## src/rtl/tally_pkg.sv

```systemverilog
// Shared types and default sizes for the activation tally stage.
package tally_pkg;
  typedef enum logic [1:0] {ST_ACCUM, ST_SCAN, ST_DONE} state_e;
  localparam int DEF_N_NEURONS = 8;
  localparam int DEF_CNT_W     = 8;
  localparam int SCNT_W        = 16;
endpackage

```

## src/rtl/activation_tally_if.sv

```systemverilog
// Sample handshake and vote-result bus between the perceptron array and the tally.
interface activation_tally_if #(
  parameter int N_NEURONS = 8,
  parameter int CNT_W     = 8
);
  localparam int IDX_W = (N_NEURONS > 1) ? $clog2(N_NEURONS) : 1;
  logic [N_NEURONS-1:0] act_in;
  logic                 in_valid;
  logic                 in_ready;
  logic [IDX_W-1:0]     winner;
  logic [CNT_W-1:0]     winner_cnt;
  logic                 tie;
  logic                 result_valid;

  modport master (output act_in, in_valid,
                  input  in_ready, winner, winner_cnt, tie, result_valid);
  modport slave  (input  act_in, in_valid,
                  output in_ready, winner, winner_cnt, tie, result_valid);
endinterface

```

## src/rtl/sat_counter.sv

```systemverilog
// Per-neuron fire counter: clear has priority over increment, sticks at all-ones.
module sat_counter #(
  parameter int W = 8
) (
  input  logic         clk,
  input  logic         rst_n,
  input  logic         ena_i,
  input  logic         clr_i,
  input  logic         inc_i,
  output logic [W-1:0] cnt_o
);
  logic [W-1:0] cnt_q, cnt_d;

  always_comb begin
    cnt_d = cnt_q;
    if (clr_i)                      cnt_d = '0;
    else if (inc_i && ~&cnt_q)      cnt_d = cnt_q + W'(1);
  end

  always_ff @(posedge clk) begin
    if (!rst_n)     cnt_q <= '0;
    else if (ena_i) cnt_q <= cnt_d;
  end

  assign cnt_o = cnt_q;
endmodule

```

## src/rtl/activation_tally.sv

```systemverilog
// Windowed fire-count vote: accumulate WINDOW samples, scan one neuron per
// cycle for the argmax, publish winner/count/tie with a one-cycle pulse.
module activation_tally
  import tally_pkg::*;
#(
  parameter int N_NEURONS = DEF_N_NEURONS,
  parameter int CNT_W     = DEF_CNT_W,
  parameter int WINDOW    = 16
) (
  input logic               clk,
  input logic               rst_n,
  input logic               ena,
  activation_tally_if.slave bus
);
  localparam int IDX_W = (N_NEURONS > 1) ? $clog2(N_NEURONS) : 1;

  state_e                         state_q, state_d;
  logic [SCNT_W-1:0]              smp_q, smp_d;
  logic [IDX_W-1:0]               idx_q, idx_d, max_idx_q, max_idx_d, win_q, win_d;
  logic [CNT_W-1:0]               max_q, max_d, wcnt_q, wcnt_d;
  logic                           run_tie_q, run_tie_d, tie_q, tie_d;
  logic [N_NEURONS-1:0][CNT_W-1:0] cnt;
  logic [CNT_W-1:0]               cur;
  logic                           accept, clr;

  assign accept = ena & bus.in_valid & (state_q == ST_ACCUM);
  assign clr    = (state_q == ST_DONE);

  for (genvar i = 0; i < N_NEURONS; i++) begin : g_cnt
    sat_counter #(.W(CNT_W)) u_cnt (
      .clk   (clk),
      .rst_n (rst_n),
      .ena_i (ena),
      .clr_i (clr),
      .inc_i (accept & bus.act_in[i]),
      .cnt_o (cnt[i])
    );
  end

  assign cur = cnt[idx_q];

  always_comb begin
    state_d   = state_q;
    smp_d     = smp_q;
    idx_d     = idx_q;
    max_d     = max_q;
    max_idx_d = max_idx_q;
    run_tie_d = run_tie_q;
    win_d     = win_q;
    wcnt_d    = wcnt_q;
    tie_d     = tie_q;
    case (state_q)
      ST_ACCUM: if (accept) begin
        smp_d = smp_q + SCNT_W'(1);
        if (smp_q == SCNT_W'(WINDOW - 1)) begin
          state_d = ST_SCAN;
          idx_d   = '0;
        end
      end
      ST_SCAN: begin
        // Strictly-greater replace keeps the lowest index on ties.
        if (idx_q == '0 || cur > max_q) begin
          max_d     = cur;
          max_idx_d = idx_q;
          run_tie_d = 1'b0;
        end else if (cur == max_q) begin
          run_tie_d = 1'b1;
        end
        idx_d = idx_q + IDX_W'(1);
        if (idx_q == IDX_W'(N_NEURONS - 1)) begin
          state_d = ST_DONE;
          win_d   = max_idx_d;
          wcnt_d  = max_d;
          tie_d   = run_tie_d;
        end
      end
      ST_DONE: begin
        state_d = ST_ACCUM;
        smp_d   = '0;
      end
      default: state_d = ST_ACCUM;
    endcase
  end

  always_ff @(posedge clk) begin
    if (!rst_n) begin
      state_q   <= ST_ACCUM;
      smp_q     <= '0;
      idx_q     <= '0;
      max_q     <= '0;
      max_idx_q <= '0;
      run_tie_q <= 1'b0;
      win_q     <= '0;
      wcnt_q    <= '0;
      tie_q     <= 1'b0;
    end else if (ena) begin
      state_q   <= state_d;
      smp_q     <= smp_d;
      idx_q     <= idx_d;
      max_q     <= max_d;
      max_idx_q <= max_idx_d;
      run_tie_q <= run_tie_d;
      win_q     <= win_d;
      wcnt_q    <= wcnt_d;
      tie_q     <= tie_d;
    end
  end

  assign bus.in_ready     = (state_q == ST_ACCUM);
  assign bus.result_valid = (state_q == ST_DONE);
  assign bus.winner       = win_q;
  assign bus.winner_cnt   = wcnt_q;
  assign bus.tie          = tie_q;
endmodule

```

## src/flat_wrapper.sv

```systemverilog
// flat-port wrapper written by rule: the top's interface ports become plain ports
module activation_tally_flat import tally_pkg::*;
#(
  parameter int N_NEURONS = DEF_N_NEURONS,
  parameter int CNT_W     = DEF_CNT_W,
  parameter int WINDOW    = 16
)
  (clk, rst_n, ena, bus_act_in, bus_in_valid, bus_in_ready, bus_winner, bus_winner_cnt, bus_tie, bus_result_valid);
  activation_tally_if #(.N_NEURONS(N_NEURONS), .CNT_W(CNT_W)) bus_i ();
  input logic clk;
  input logic rst_n;
  input logic ena;
  input wire logic [$bits(bus_i.act_in)-1:0] bus_act_in;
  input wire logic [$bits(bus_i.in_valid)-1:0] bus_in_valid;
  output wire logic [$bits(bus_i.in_ready)-1:0] bus_in_ready;
  output wire logic [$bits(bus_i.winner)-1:0] bus_winner;
  output wire logic [$bits(bus_i.winner_cnt)-1:0] bus_winner_cnt;
  output wire logic [$bits(bus_i.tie)-1:0] bus_tie;
  output wire logic [$bits(bus_i.result_valid)-1:0] bus_result_valid;
  assign bus_i.act_in = bus_act_in;
  assign bus_i.in_valid = bus_in_valid;
  assign bus_in_ready = bus_i.in_ready;
  assign bus_winner = bus_i.winner;
  assign bus_winner_cnt = bus_i.winner_cnt;
  assign bus_tie = bus_i.tie;
  assign bus_result_valid = bus_i.result_valid;
  activation_tally #(.N_NEURONS(N_NEURONS), .CNT_W(CNT_W), .WINDOW(WINDOW)) u_core (.clk(clk), .rst_n(rst_n), .ena(ena), .bus(bus_i));
endmodule
```

## config.mk

```make
export PLATFORM = sky130hd
export DESIGN_NAME = activation_tally_flat
export DESIGN_NICKNAME = d
export VERILOG_FILES = /design/src/rtl/tally_pkg.sv /design/src/rtl/activation_tally_if.sv /design/src/rtl/sat_counter.sv /design/src/rtl/activation_tally.sv /design/src/flat_wrapper.sv
export SDC_FILE = /design/constraint.sdc
export NUM_CORES = 1
export LEC_CHECK = 0
export BUFFER_PORTS_ARGS = -buffer_cell sky130_fd_sc_hd__buf_4
export CORE_MARGIN = 2
export CORE_UTILIZATION = 59
export DETAILED_ROUTE_END_ITERATION = 16
export PLACE_DENSITY_LB_ADDON = 0.08
export SLEW_MARGIN = 30
export SYNTH_ARGS = -nofsm -noshare
export SYNTH_HDL_FRONTEND = slang
export SYNTH_SLANG_ARGS = --single-unit
```

## constraint.sdc

```tcl
create_clock -name clk -period 3.4 [get_ports clk]
set_input_delay 1.02 -clock clk [delete_from_list [all_inputs] [get_ports clk]]
set_output_delay 1.02 -clock clk [all_outputs]
set_load 0.02 [all_outputs]
```

==> reports/qor.csv <==
metric,value,unit
start_kind,flop,
first_iter_violations,302,
criticalPathCategory,flop to flop,
nets,686,
vias,4820,
coreArea,9640,um2
fillers,842,
p_leak,2.18,nW
rrSetupSlack,230,ps
drc,0,
min_path_cells,2,
rows,36,
root_buffer,clkbuf_8,
cp-end-kind,flop,
status,"finished, final reports clean",
synth.distinct_cells,57,
hold_violations,0,
drv_cap,0,
setup_viol,0,
syn_avg_cell_area,9.08,um2
seq_area_frac_synth,37.6,%
hold_start,u_core.max_idx_q[0]$_SDFFE_PN0P_,
ir_worst_vdd,0.267,mV
holdPathEnd,u_core.max_idx_q[0]$_SDFFE_PN0P_,
track_usage,27.3,%
drive_gt1_share,15.1,%
diodes,0,
worstPathArrival,3400,ps
io_buffers,25,
cts.sinks,109,
rsz0062_at_grt,no,
synth_nets,671,
avgRoutedWirePerCell,17.1,um
via_per_inst,6.10,
power_density,337,nW/um2
max_slew_margin,52.6,%
ys_warn_count,0,
dr.pass1.iters,4,
finalCritPeriodShare,93.3,%
first_global_vias,4572,
h-tree-depth,3,
ant_nets,0,
hold_path_class,flop to flop,
fin_area,6250,um2
grt_max_degree,44,
maxSlewViolCount,0,
io_pins,26,
cts_tree,yes,
finish.utilization,64.9,%
cts_buffer_depth,2,
antenna_found_initial,0,
fin_setup_tns,0,ps
r2r-end,u_core.bus.winner_cnt[1]$_SDFFE_PN0P_,
clock_latency,390,ps
fp.dieH,103,um
cp_num_buf_inv,2,
fmax,315,MHz
areaGrowthSynthToFinish,7.81,%
gp_congestion,0.847,
postCtsHoldBufs,0,
power,2.11,mW
rr_worst_depth,11,
skew,13.8,ps
dpl_cell_area,6080,um2
finalCriticalPeriod,3170,ps
ys_seq_elements,109,
start_util,60.2,%
syn_area,5800,um2
crit_family,multiplexers,
routed_wl,13500,um
overflow,0,
die_area,10600,um2
worstPathCellList,buf_12 -> mux4_2 -> mux2_2 -> ha_1 -> nand4_1 -> nor2_4 -> a211oi_1 -> nor3b_2 -> buf_6 -> mux2i_1 -> a21oi_1,
grt_pass1_wl,22300,um
slowest_stage,mux4_2,
hold_ws,469,ps
syn_inst,639,
die_w,103,um
crit-reg2reg-launch,u_core.idx_q[0]$_SDFFE_PN0P_,
critPathMaxStageDelay,500,ps
clk_pin_slew,90,ps
cp_max_fo,20,
cts_buffers,9,
required,3630,ps
worstMarginPinSlew,710,ps
hpwl,9630,um
==> area by class of cell <==
cell class | instances | area (um2) | area share (%)
clock inverters | 1 | 7.51 | 0.120
flip-flops and latches | 109 | 2180 | 34.9
repair buffers | 34 | 272 | 4.34
clock buffers | 13 | 159 | 2.54
well taps | 133 | 166 | 2.66
multi-input cells | 486 | 3410 | 54.6
inverters | 14 | 52.6 | 0.840
==> placed cells by master, fill, tap and decap left out, types with 13 or more instances in the layout <==
cell type    n
a21oi_1     41
buf_4       32
dfxtp_1    109
ha_1        20
inv_1       13
mux2_2      13
mux4_2      16
nand2_1     44
nand3_1     44
nand4_1     19
nor2_1      92
nor3_1      13
o21ai_0     25
xnor2_1     21
xor2_1      22
==> sequential cells by signal, summed over array words and instances (netlist names) <==
signal,cells
u_core.run_tie_q,1
u_core.max_q,8
u_core.bus.winner_cnt,8
u_core.state_q,2
u_core.bus.winner,3
u_core.bus.tie,1
u_core.smp_q,16
u_core.g_cnt.u_cnt.cnt_o,64
u_core.max_idx_q,3
u_core.idx_q,3
==> report_power, final <==
group / internal [mW] / switching (mW) / total, mW / leakage [nW]
Clock: 0.300 / 0.412 / 0.711 / 0.0816
Combinational: 0.0368 / 0.0657 / 0.102 / 1.22
Sequential: 1.28 / 0.0102 / 1.29 / 0.879
==> worst reg2reg max path: stages (launching register included) <==
cell and delay [ps]:
dfxtp_1 410, buf_12 210, mux4_2 510, mux2_2 310, ha_1 340, nand4_1 220
nor2_4 200, a211oi_1 90, nor3b_2 220, buf_6 210, mux2i_1 210, a21oi_1 90
==> synth_stat cells (all sizes together) <==
| cell | count | area (um2) |
|---|---|---|
| or3 | 4 | 25.0 |
| ha | 20 | 250 |
| nand2 | 44 | 165 |
| and3b | 1 | 8.76 |
| o2111ai | 3 | 26.3 |
| nand2b | 5 | 31.3 |
| nor3 | 13 | 65.1 |
| and2 | 1 | 6.26 |
| buf | 13 | 92.6 |
| o21ai | 26 | 134 |
| clkinv | 1 | 3.75 |
| nand4 | 19 | 119 |
| and4 | 4 | 35.0 |
| a22oi | 3 | 22.5 |
| mux2 | 13 | 146 |
| xnor2 | 21 | 184 |
| o21a | 5 | 37.5 |
| and2b | 4 | 30.0 |
| dfxtp | 109 | 2180 |
| nor2 | 97 | 382 |
| a31oi | 5 | 31.3 |
| a32oi | 1 | 8.76 |
| o41ai | 1 | 16.3 |
| inv | 13 | 48.8 |
| a21o | 1 | 7.51 |
| nor3b | 3 | 27.5 |
| o311a | 4 | 41.3 |
| and3 | 9 | 56.3 |
| o211ai | 13 | 158 |
| o311ai | 4 | 85.1 |
| o211a | 1 | 10.0 |
| clkbuf | 17 | 63.8 |
| nor2b | 5 | 33.8 |
| a211oi | 8 | 60.1 |
| a21oi | 44 | 231 |
| o31ai | 7 | 52.6 |
| nor4 | 2 | 12.5 |
| and4bb | 1 | 16.3 |
| xor2 | 22 | 193 |
| nand3 | 45 | 230 |
| mux4 | 16 | 360 |
| mux2i | 11 | 110 |
==> through the flow <==
step / cells / setup slack, ps
after global routing: 790 / 8.21
final: 790 / 229
after CTS: 790 / 166
after global placement: 776 / 372
after detailed placement: 776 / 204
after floorplan: 639 / 469
==> metal layers <==
metal,track usage (%),vias up,share of wire (%)
li1,-,2337,-
met1,34.1,2345,44
met2,46.5,117,49
met3,6.31,21,4.6
met4,9.72,0,2.1
met5,0,-,0
==> worst max path at each step <==
stage,startpoint,endpoint,slack (ps),cells past startpoint
3_5_place_dp,u_core.idx_q[0]$_SDFFE_PN0P_,u_core.bus.winner_cnt[6]$_SDFFE_PN0P_,200,11
3_3_place_gp,u_core.idx_q[0]$_SDFFE_PN0P_,u_core.bus.winner_cnt[7]$_SDFFE_PN0P_,370,11
2_1_floorplan,u_core.idx_q[0]$_SDFFE_PN0P_,u_core.bus.winner[1]$_SDFFE_PN0P_,470,11
5_1_grt,u_core.idx_q[0]$_SDFFE_PN0P_,u_core.bus.winner_cnt[4]$_SDFFE_PN0P_,8,11
6_report,u_core.idx_q[0]$_SDFFE_PN0P_,u_core.bus.winner_cnt[1]$_SDFFE_PN0P_,230,11
4_1_cts,u_core.idx_q[0]$_SDFFE_PN0P_,u_core.bus.winner_cnt[1]$_SDFFE_PN0P_,170,11
==> kinds of logic (layout without fill, tap and decap cells) <==
group,count (synthesis),count (layout),share of synthesized area (%)
adders and majority gates,20,20,4.31
AOI/OAI and AO/OA,126,126,15.9
muxes,40,40,10.6
xor gates and xnor gates,43,43,6.49
buffers and inverters,44,62,3.60
and+or+nand+nor,257,257,21.4
DFF,109,109,37.6
==> what timing repair did <==
| item | CTS | global route |
|---|---|---|
| endpoints found under the hold margin | 0 | 0 |
| setup buffers | 0 | 0 |
| endpoints found under the setup margin | 0 | 10 |
| gates resized for setup | 0 | 2 |
Power figures use the tool's default switching activity.
